### src/rtl/p405s_storage_pkg.sv
`default_nettype none
// ============================================================================
// Module      : p405s_storage_pkg
// Description : Shared types and helpers for the storage sequencer: FSM
//               state encoding, legal data-side beat widths and the
//               byte-enable mask builder.
// Revision    : 1.0 - initial release
// ============================================================================
package p405s_storage_pkg;

  // Sequencer states, 2-bit encoding
  typedef enum logic [1:0] {
    ST_IDLE = 2'd0,
    ST_XFER = 2'd1,
    ST_DONE = 2'd2
  } state_e;

  // Legal data-side beat widths in bytes
  localparam int c_BB_4   = 4;
  localparam int c_BB_8   = 8;
  localparam int c_BB_16  = 16;
  localparam int c_BB_MAX = c_BB_16;

  // True when the beat width is one the sequencer supports
  function automatic bit bus_legal(input int bytes);
    return (bytes == c_BB_4) || (bytes == c_BB_8) || (bytes == c_BB_16);
  endfunction

  // Contiguous run of n enables starting at byte lane off (bit 0 = lowest
  // address). n = 0 gives an empty mask; n = 16 with off = 0 gives all ones.
  function automatic logic [c_BB_MAX-1:0] be_mask(input logic [4:0] off,
                                                   input logic [4:0] n);
    logic [c_BB_MAX-1:0] ones;
    ones = {c_BB_MAX{1'b1}} >> (5'd16 - n);
    return ones << off;
  endfunction

endpackage
`default_nettype wire

### src/rtl/p405s_storage_beatCalc.sv
`default_nettype none
// ============================================================================
// Module      : p405s_storage_beatCalc
// Description : Per-beat decode: number of bytes moved this beat, the
//               byte-enable lanes and the last-beat flag, computed from the
//               remaining byte count and the current in-beat offset.
// Revision    : 1.0 - initial release
// ============================================================================
module p405s_storage_beatCalc
  import p405s_storage_pkg::*;
#(
  parameter int BUS_BYTES = 4,
  parameter int CNT_W     = 8,
  parameter int OFF_W     = $clog2(BUS_BYTES)
) (
  input  logic [CNT_W-1:0]     i_rem,
  input  logic [OFF_W-1:0]     i_off,
  output logic [OFF_W:0]       o_n,
  output logic [BUS_BYTES-1:0] o_byteEn,
  output logic                 o_last
);

  // Bytes left in the line from the current offset to its end
  logic [OFF_W:0] w_space;

  // n = min(rem, space); the beat covers lanes off .. off+n-1
  always_comb begin
    w_space  = (OFF_W+1)'(BUS_BYTES) - {1'b0, i_off};
    o_n      = (i_rem < CNT_W'(w_space)) ? i_rem[OFF_W:0] : w_space;
    o_byteEn = BUS_BYTES'(be_mask(5'(i_off), 5'(o_n)));
    o_last   = (i_rem == CNT_W'(o_n));
  end

endmodule
`default_nettype wire

### src/rtl/p405s_storage_seq.sv
`default_nettype none
// ============================================================================
// Module      : p405s_storage_seq
// Description : Storage-access sequencer. Accepts a byte-count/offset
//               request, splits it into line-bounded beats toward the data
//               side with a valid/ack handshake, and reports completion,
//               misalignment rejection or flush abort.
// Revision    : 1.0 - initial release
// ============================================================================
module p405s_storage_seq
  import p405s_storage_pkg::*;
#(
  parameter int BUS_BYTES = 4,
  parameter int CNT_W     = 8,
  parameter int OFF_W     = $clog2(BUS_BYTES)
) (
  input  logic                 CB,
  input  logic                 reset,
  input  logic                 startVal,
  output logic                 startRdy,
  input  logic [CNT_W-1:0]     startCnt,
  input  logic [OFF_W-1:0]     startEa,
  input  logic                 startStr,
  input  logic                 startForceAlgn,
  output logic                 dsReq,
  input  logic                 dsAck,
  output logic [BUS_BYTES-1:0] dsByteEn,
  output logic [OFF_W-1:0]     dsOff,
  output logic                 dsLast,
  output logic [CNT_W-1:0]     remCnt,
  input  logic                 flush,
  output logic                 done,
  output logic                 algnErr
);

  if (!bus_legal(BUS_BYTES)) begin : g_badBus
    $error("p405s_storage_seq: BUS_BYTES must be 4, 8 or 16");
  end

  state_e               r_state;
  state_e               w_nextState;
  logic [CNT_W-1:0]     r_rem;
  logic [OFF_W-1:0]     r_off;
  logic                 r_algnErr;

  logic [OFF_W:0]       w_n;
  logic [BUS_BYTES-1:0] w_beatEn;
  logic                 w_beatLast;
  logic [CNT_W-1:0]     w_algnSize;
  logic                 w_accept;
  logic                 w_misalign;
  logic                 w_nop;
  logic                 w_ack;

  p405s_storage_beatCalc #(
    .BUS_BYTES (BUS_BYTES),
    .CNT_W     (CNT_W),
    .OFF_W     (OFF_W)
  ) u_beatCalc (
    .i_rem    (r_rem),
    .i_off    (r_off),
    .o_n      (w_n),
    .o_byteEn (w_beatEn),
    .o_last   (w_beatLast)
  );

  // Request qualification; a flush in IDLE swallows the same-cycle request.
  // The alignment unit is min(count, bus width); a zero count never
  // misaligns, so the divisor is forced to 1 to keep the remainder defined.
  always_comb begin
    w_accept   = startVal && (r_state == ST_IDLE) && !flush;
    w_nop      = (startCnt == '0);
    if (w_nop) begin
      w_algnSize = CNT_W'(1);
    end else if (startCnt < CNT_W'(BUS_BYTES)) begin
      w_algnSize = startCnt;
    end else begin
      w_algnSize = CNT_W'(BUS_BYTES);
    end
    w_misalign = !startStr && startForceAlgn && !w_nop &&
                 ((CNT_W'(startEa) % w_algnSize) != '0);
    w_ack      = (r_state == ST_XFER) && dsAck;
  end

  // State register
  always_ff @(posedge CB) begin
    if (reset) begin
      r_state <= ST_IDLE;
    end else begin
      r_state <= w_nextState;
    end
  end

  // Next-state decode; flush wins over a simultaneous ack
  always_comb begin
    w_nextState = r_state;
    case (r_state)
      ST_IDLE: begin
        if (w_accept && !w_misalign) begin
          w_nextState = w_nop ? ST_DONE : ST_XFER;
        end
      end
      ST_XFER: begin
        if (flush) begin
          w_nextState = ST_IDLE;
        end else if (w_ack && w_beatLast) begin
          w_nextState = ST_DONE;
        end
      end
      ST_DONE: begin
        w_nextState = ST_IDLE;
      end
      default: begin
        w_nextState = ST_IDLE;
      end
    endcase
  end

  // Remaining count, in-line offset and the misalignment pulse register.
  // The offset returns to 0 once a transfer ends so it only carries a
  // non-zero value while beats are outstanding.
  always_ff @(posedge CB) begin
    if (reset) begin
      r_rem     <= '0;
      r_off     <= '0;
      r_algnErr <= 1'b0;
    end else begin
      r_algnErr <= w_accept && w_misalign;
      case (r_state)
        ST_IDLE: begin
          if (w_accept && !w_misalign && !w_nop) begin
            r_rem <= startCnt;
            r_off <= startEa;
          end
        end
        ST_XFER: begin
          if (flush) begin
            r_rem <= '0;
            r_off <= '0;
          end else if (w_ack) begin
            r_rem <= r_rem - CNT_W'(w_n);
            // n never exceeds the line space, so the OFF_W-bit sum wraps
            // to 0 exactly at the line end
            r_off <= w_beatLast ? '0 : (r_off + w_n[OFF_W-1:0]);
          end
        end
        ST_DONE: begin
          r_rem <= '0;
          r_off <= '0;
        end
        default: begin
          r_rem <= '0;
          r_off <= '0;
        end
      endcase
    end
  end

  // Output decode from registered state only
  always_comb begin
    startRdy = (r_state == ST_IDLE);
    dsReq    = (r_state == ST_XFER);
    dsByteEn = dsReq ? w_beatEn : '0;
    dsLast   = dsReq && w_beatLast;
    dsOff    = r_off;
    remCnt   = r_rem;
    done     = (r_state == ST_DONE);
    algnErr  = r_algnErr;
  end

endmodule
`default_nettype wire

### config.mk
export PLATFORM = sky130hd
export DESIGN_NAME = p405s_storage_seq
export DESIGN_NICKNAME = d
export VERILOG_FILES = /design/src/rtl/p405s_storage_pkg.sv /design/src/rtl/p405s_storage_beatCalc.sv /design/src/rtl/p405s_storage_seq.sv
export SDC_FILE = /design/constraint.sdc
export NUM_CORES = 1
export LEC_CHECK = 0
export BUFFER_PORTS_ARGS = -buffer_cell sky130_fd_sc_hd__buf_2
export CORE_ASPECT_RATIO = 0.6
export CORE_MARGIN = 4
export CORE_UTILIZATION = 60
export DETAILED_ROUTE_END_ITERATION = 10
export GPL_TIMING_DRIVEN = 0
export PLACE_DENSITY = 0.87
export SLEW_MARGIN = 20
export SYNTH_ARGS = -nofsm -noshare
export SYNTH_HDL_FRONTEND = slang
export SYNTH_HIERARCHICAL = 1
export SYNTH_SLANG_ARGS = --single-unit
export TNS_END_PERCENT = 30
### constraint.sdc
create_clock -name CB -period 15.4 [get_ports CB]
set_input_delay 3.08 -clock CB [delete_from_list [all_inputs] [get_ports CB]]
set_output_delay 3.08 -clock CB [all_outputs]
set_load 0.01 [all_outputs]
==> out/summary.log, run 1 <==
INFO  logic_synthesis largest_family_of_logic_cells_by_synthesized_area=compound AO/OA/AOI/OAI gates
INFO  route          drt.antenna.violating_nets=0
INFO  setup_path     type_of_element_capturing_the_critical_path=flop
INFO  sta            fmax=0.0677GHz
INFO  setup_path     critical-path-slowest-cell=nor4_4
INFO  job            max-cap-violations=0
INFO  logic_synthesis yosys.area.top_type_share=15.1%
INFO  setup_path     r2r-end=remCnt[7]
INFO  setup_path     critPathMostFrequentCell=ha_1
INFO  floorplanning  io_pins=36
INFO  logic_synthesis ys.flop_type=dfxtp_1
INFO  sta            worst_pin_slew=0.930ns
INFO  setup_path     critPathArrivalTime=14.90ns
INFO  placed_design  hpwl=7530um
INFO  setup_path     critical_path_class=input pin to flop
INFO  power          vdd.ir_drop.worst=44.7uV
INFO  logic_synthesis synth_cell_type_count=83
INFO  sta            finalSetupViolations=0
INFO  clocking       cts_htree_levels=1
INFO  grt            grt_first_pass_wirelength=15300um
INFO  placed_design  dp_worst_setup_slack=0.733ns
INFO  grt            global_route.usage.total=28.4%
INFO  cells_and_area area.growth.synth_to_final=11.0%
INFO  placed_design  routability_congestion_estimate=0.920
INFO  sta            rsz0062_at_grt=no
INFO  clocking       worstSkewPairLatency=0.25ns
INFO  route          avgRoutedWirePerCell=17.4um
INFO  clocking       tritoncts_clock_tree=yes
INFO  logic_synthesis yosys_register_bits=13
INFO  setup_path     critPathMaxStageDelay=0.57ns
INFO  grt            antenna_violations_before_repair=0
INFO  setup_path     timing.critical_path.buf_inv=5
INFO  power          power-per-cell-area=56.8nW/um^2
INFO  logic_synthesis post_synth_mux_area_share=3.95%
INFO  sta            holdWs=0.577ns
INFO  sta            setup_total_negative_slack=0ns
INFO  clocking       clock-root-buffer=clkbuf_8
INFO  route          drt_wl_total=9450um
INFO  logic_synthesis post-synth-top-area-cell=ha_1
INFO  sta            finalMaxSlewViolations=0
INFO  logic_synthesis leading_cell_types_by_total_area_after_synthesis=ha_1 (15%), dfxtp_1 (8.1%), nor2_1 (4.8%)
INFO  grt            grt_pass1_vias=3161
INFO  clocking       cts-resized-gates=0
INFO  setup_path     critPathMaxFanout=10
INFO  sta            final_critical_path_setup_slack=0.635ns
INFO  cells_and_area final-instance-count-excl-fill=542
INFO  route          drt-vias-per-instance=6.56
INFO  power          leakage=0.00163uW
INFO  hold_path      worst_hold_path_type=flop to flop
INFO  floorplanning  fp-row-count=20
INFO  sta            finalHoldViolCount=0
INFO  clocking       clock_sink_count=13
INFO  floorplanning  die_width=103um
INFO  setup_path     startpoint_type=input pin
INFO  grt            grt_overflow=0
INFO  clocking       post_cts_setup_repair_bufs=0
INFO  route          initialDrtViolationCount=446
INFO  placed_design  placed_cells_incl_taps=538
INFO  run_status     status=complete, no violations
INFO  logic_synthesis synthSimpleGateAreaFrac=26.9%
INFO  route          drc=0
INFO  sta            final_period_minus_worst_setup_slack=14.76ns
INFO  cells_and_area drive_gt1_share=17.0%
INFO  clocking       total_cts_buffers=3
INFO  route          firstDrtPassIters=5
INFO  cells_and_area fill_cells=419
INFO  logic_synthesis synth_area_in_compound_gates=34.6%
INFO  route          overall_via_count_from_detail_route=3558
INFO  sta            timing.final.crit_share=95.9%
INFO  setup_path     required=15.54ns
INFO  floorplanning  initial_core_util=63.0%
INFO  hold_path      min_delay_endpoint=remCnt[5]
INFO  setup_path     rr_startpoint=dsOff[0]
INFO  clocking       cts_hold_buf=0
INFO  setup_path     worst-r2r-setup-slack=11.14ns
INFO  clocking       cts_max_path_buffers=2
INFO  logic_synthesis edff_count_synth=0
INFO  setup_path     cpLargestDelayFamily=compound AO/OA/AOI/OAI gates
INFO  clocking       clk_slew_on_worst_s_h_paths=0.06ns
INFO  hold_path      hold_startpoint=remCnt[5]
INFO  logic_synthesis area_share_of_xor_xnor_cells_in_the_synthesized_design=5.15%
INFO  cells_and_area fraction_of_the_core_area_covered_by_cells_at_the_end_of_the_flow=69.9%
INFO  floorplanning  dieHeight=64.9um
INFO  logic_synthesis postSynthAreaPerCell=7.62squm
INFO  floorplanning  core_area=5130squm
INFO  sta            slew-limit-headroom=37.5%
INFO  grt            largest_net_degree_at_the_start_of_global_routing=11
INFO  logic_synthesis ys_seq_area_share=8.05%
INFO  logic_synthesis synthesis.instances=424
INFO  setup_path     r2r_worst_path_depth=19
INFO  placed_design  io_buffer_count=34
INFO  hold_path      hold-path-cell-count=2
INFO  cells_and_area design.final.nets=535
INFO  logic_synthesis ys.warnings.count=6
INFO  logic_synthesis syn-cell-area=3230squm
INFO  cells_and_area insertedDiodeCount=0
INFO  sta            fin_worst_skew=0.00599ns
INFO  floorplanning  dieArea=6660squm
INFO  logic_synthesis synth-adder-area-share=16.3%
INFO  logic_synthesis ys_async_sr_fraction=0%
==> state kept, by name (all words and copies together) (netlist names) <==
signal / flops
dsOff: 2
remCnt: 8
r_state: 2
algnErr: 1
==> tightest hold or removal path: stages (launching register included) <==
cell and delay, ns:
dfxtp_1 0.36, nand2b_1 0.11, o32ai_2 0.06
==> final cells by class <==
type	instances	area, sq um	share of cell area [%]
Timing Repair Buffer	34	170	4.75
Clock buffer	3	41.3	1.15
Inverter	30	113	3.14
Multi-Input combinational cell	385	2870	80.1
Tap cell	66	82.6	2.30
Clock inverter	1	5.00	0.140
Sequential cell	13	260	7.26
Buffer	10	40.0	1.12
==> cell usage after synthesis (5+ instances only) <==
cell,count
nor3_1,16
o32ai_2,5
nor2b_1,16
a31oi_1,7
inv_1,29
xor2_1,5
a21oi_1,30
dfxtp_1,13
nand2_1,25
o21a_1,8
a211oi_1,6
and2_1,8
clkbuf_1,7
nor2_1,41
o21ai_0,25
mux2_4,5
nand3_1,5
xnor2_1,14
nand2b_1,9
ha_1,39
==> metrics by stage <==
step | power [uW] | area [sq um]
5_1_grt | 219 | 3590
4_1_cts | 199 | 3580
3_5_place_dp | 166 | 3540
3_3_place_gp | 161 | 3540
6_report | 204 | 3590
2_1_floorplan | 135 | 3280
==> layout by cell type (no fill, tap or decap), types with 3 or more instances in the layout <==
cell,count
a211oi_1,6
a21o_1,4
a21oi_1,30
a22oi_1,4
a31oi_1,7
and2_1,8
buf_2,36
clkbuf_1,7
clkbuf_8,3
conb_1,16
dfxtp_1,13
ha_1,39
inv_1,29
mux2_4,5
mux2i_1,3
nand2_1,25
nand2b_1,9
nand3_1,5
nand3b_1,4
nand4_1,3
nor2_1,40
nor2b_1,16
nor3_1,16
nor3b_1,3
o211ai_1,3
o21a_1,8
o21ai_0,25
o311ai_1,4
o31a_1,4
o31ai_1,3
o32ai_2,5
or2_2,3
or3_1,3
xnor2_1,14
xor2_1,5
==> where the power goes <==
| group | internal (uW) | switching, uW | total, uW | leakage, uW |
|---|---|---|---|---|
| combinational | 53.2 | 76.6 | 130 | 0.00150 |
| sequential | 36.4 | 5.22 | 41.6 | 0.000106 |
| clock | 17.9 | 14.3 | 32.3 | 0.0000255 |
| total | 108 | 96.2 | 204 | 0.00163 |
==> cell families after synthesis <==
group / after synthesis
flip-flops: 13
AO/OA/AOI/OAI: 143
adder cells (fa/ha/maj): 41
multiplexers: 10
other: 2
XOR/XNOR: 19
AND/OR/NAND/NOR: 156
buffers and inverters: 40
==> how the worst max path moves through the flow <==
stage | end | cells after the start | startpoint | slack [ns]
floorplan | dsOff[0] | 43 | startCnt[6] | 2.71
global route | dsOff[1] | 46 | startCnt[6] | 0.17
detailed placement | remCnt[1] | 44 | startCnt[6] | 0.73
CTS | remCnt[1] | 44 | startCnt[6] | 0.90
finish | remCnt[1] | 45 | startCnt[6] | 0.64
global placement | dsOff[1] | 44 | startCnt[6] | 1.02
==> per-layer routing <==
metal	share of wire [%]	wire length, um	up-vias	global-route usage (%)
met3	13	1260	10	5.91
met4	0.62	59	0	3.88
met5	0	0	-	0
met1	47	4440	1613	45.5
met2	39	3690	246	38.7
li1	-	-	1689	-
Note: power is estimated with default switching activity, not from simulation.
==> inputs of run 2 (changes only) <==
--- a/config.mk
+++ b/config.mk
@@ -11,7 +11,7 @@
 export CORE_UTILIZATION = 60
 export DETAILED_ROUTE_END_ITERATION = 10
 export GPL_TIMING_DRIVEN = 0
-export PLACE_DENSITY = 0.87
+export PLACE_DENSITY = 0.89
 export SLEW_MARGIN = 20
 export SYNTH_ARGS = -nofsm -noshare
 export SYNTH_HDL_FRONTEND = slang
==> out/summary.log, run 2 (same netlist as run 1, synthesis figures left out) <==
INFO  run_status     status=complete, no violations
INFO  setup_path     rr_startpoint=dsOff[0]
INFO  placed_design  placed_cells_incl_taps=538
INFO  sta            worst_pin_slew=0.832ns
INFO  setup_path     critPathArrivalTime=14.75ns
INFO  power          power-per-cell-area=56.9nW/um^2
INFO  grt            antenna_violations_before_repair=0
INFO  clocking       cts_max_path_buffers=2
INFO  cells_and_area fill_cells=414
INFO  floorplanning  io_pins=36
INFO  power          total_power=204uW
INFO  setup_path     type_of_element_capturing_the_critical_path=flop
INFO  power          vdd.ir_drop.worst=38.8uV
INFO  grt            largest_net_degree_at_the_start_of_global_routing=11
INFO  grt            grt_pass1_vias=3272
INFO  floorplanning  core_area=5130squm
INFO  cells_and_area fraction_of_the_core_area_covered_by_cells_at_the_end_of_the_flow=69.9%
INFO  setup_path     critical-path-slowest-cell=nor4_4
INFO  route          wl_met1=4530um
INFO  clocking       tritoncts_clock_tree=yes
INFO  route          drt.antenna.violating_nets=0
INFO  power          leakage=0.00163uW
INFO  sta            fin_worst_skew=0.00624ns
INFO  setup_path     critPathMostFrequentCell=ha_1
INFO  clocking       post_cts_setup_repair_bufs=0
INFO  setup_path     startpoint_type=input pin
INFO  route          met2WireLength=3810um
INFO  sta            finalHoldViolCount=0
INFO  cells_and_area design.final.nets=535
INFO  job            max-cap-violations=0
INFO  sta            finalMaxSlewViolations=0
INFO  sta            setup_total_negative_slack=0ns
INFO  route          met3RoutedLength=985um
INFO  sta            timing.final.crit_share=94.9%
INFO  setup_path     startpoint=startCnt[6]
INFO  route          overall_via_count_from_detail_route=3497
INFO  floorplanning  initial_core_util=63.0%
INFO  clocking       worstSkewPairLatency=0.26ns
INFO  cells_and_area drive_gt1_share=16.8%
INFO  placed_design  hpwl=7650um
INFO  cells_and_area area.growth.synth_to_final=10.9%
INFO  hold_path      worst_hold_path_type=flop to flop
INFO  clocking       clock-root-buffer=clkbuf_8
INFO  grt            grt_overflow=0
INFO  floorplanning  fp-row-count=20
INFO  cells_and_area final-instance-count-excl-fill=542
INFO  sta            fmax=0.0685GHz
INFO  route          firstDrtPassIters=5
INFO  route          highest-signal-layer=met4
INFO  clocking       cts_htree_levels=1
INFO  clocking       cts_hold_buf=0
INFO  grt            grt_first_pass_wirelength=15600um
INFO  hold_path      hold_startpoint=remCnt[5]
INFO  sta            rsz0062_at_grt=no
INFO  grt            global_route.usage.total=28.8%
INFO  clocking       clk_slew_on_worst_s_h_paths=0.07ns
INFO  route          initialDrtViolationCount=334
INFO  clocking       total_cts_buffers=3
INFO  cells_and_area insertedDiodeCount=0
INFO  sta            final_period_minus_worst_setup_slack=14.61ns
INFO  cells_and_area final_common_cell=nor2_1
INFO  sta            slew-limit-headroom=44.1%
INFO  route          drt_wl_total=9420um
INFO  setup_path     critPathMaxFanout=10
INFO  setup_path     critical_path_class=input pin to flop
INFO  route          drt-vias-per-instance=6.45
INFO  cells_and_area layout_common_cells=nor2_1 (41), ha_1 (39), buf_2 (36)
INFO  floorplanning  dieArea=6660squm
INFO  setup_path     critPathMaxStageDelay=0.58ns
INFO  clocking       clock_sink_count=13
INFO  route          drc=0
INFO  route          avgRoutedWirePerCell=17.4um
INFO  sta            finalSetupViolations=0
INFO  cells_and_area flip_flop_count_of_the_largest_register_after_layout=8
INFO  setup_path     required=15.54ns
INFO  floorplanning  die_width=103um
INFO  placed_design  io_buffer_count=34
INFO  floorplanning  dieHeight=64.9um
INFO  clocking       cts-resized-gates=0
INFO  placed_design  routability_congestion_estimate=0.967
## run 2: worst paths after layout
check | slack, ns | cells past startpoint | endpoint
max reg2reg | 11.15 | 19 | remCnt[7]
min reg2reg | 0.55 | 2 | remCnt[5]
max | 0.79 | 45 | dsOff[0]
min | 0.55 | 2 | remCnt[5]
## run 2: layout make-up
class | instances | area (sq um) | area share [%]
repair buffers | 34 | 170 | 4.75
clock buffers | 3 | 41.3 | 1.15
flip-flops and latches | 13 | 260 | 7.26
clock inverters | 1 | 5.00 | 0.140
inverters | 30 | 113 | 3.14
well taps | 66 | 82.6 | 2.30
plain buffers | 10 | 40.0 | 1.12
multi-input cells | 385 | 2870 | 80.1
## run 2: stage by stage
step	setup WS [ns]	cell area, sq um	hold WS, ns
after floorplan	2.71	3280	0.554
after global placement	1.10	3540	0.541
after detailed placement	0.873	3540	0.544
after CTS	1.06	3580	0.555
after global routing	0.0203	3580	0.592
final	0.793	3580	0.554
## run 2: routing by layer
| layer | up-vias | track usage, % |
|---|---|---|
| met5 | - | 0 |
| met4 | 0 | 3.88 |
| met3 | 17 | 4.30 |
| met2 | 200 | 42.3 |
| met1 | 1591 | 44.7 |
| li1 | 1689 | - |
## run 2: power breakdown
group	total, uW	internal, uW	switching [uW]
combinational	129	53.1	76.4
clock	33.1	18.0	15.1
sequential	41.2	36.4	4.80
total	204	108	96.3
## run 2: critical path, delay by kind of cell
| kind | cells | cell delay [ns] |
|---|---|---|
| AO/OA/AOI/OAI | 18 | 4.33 |
| adder cells (fa/ha/maj) | 6 | 2.15 |
| buffers and inverters | 5 | 0.95 |
| multiplexers | 3 | 0.92 |
| AND/OR/NAND/NOR | 13 | 3.31 |
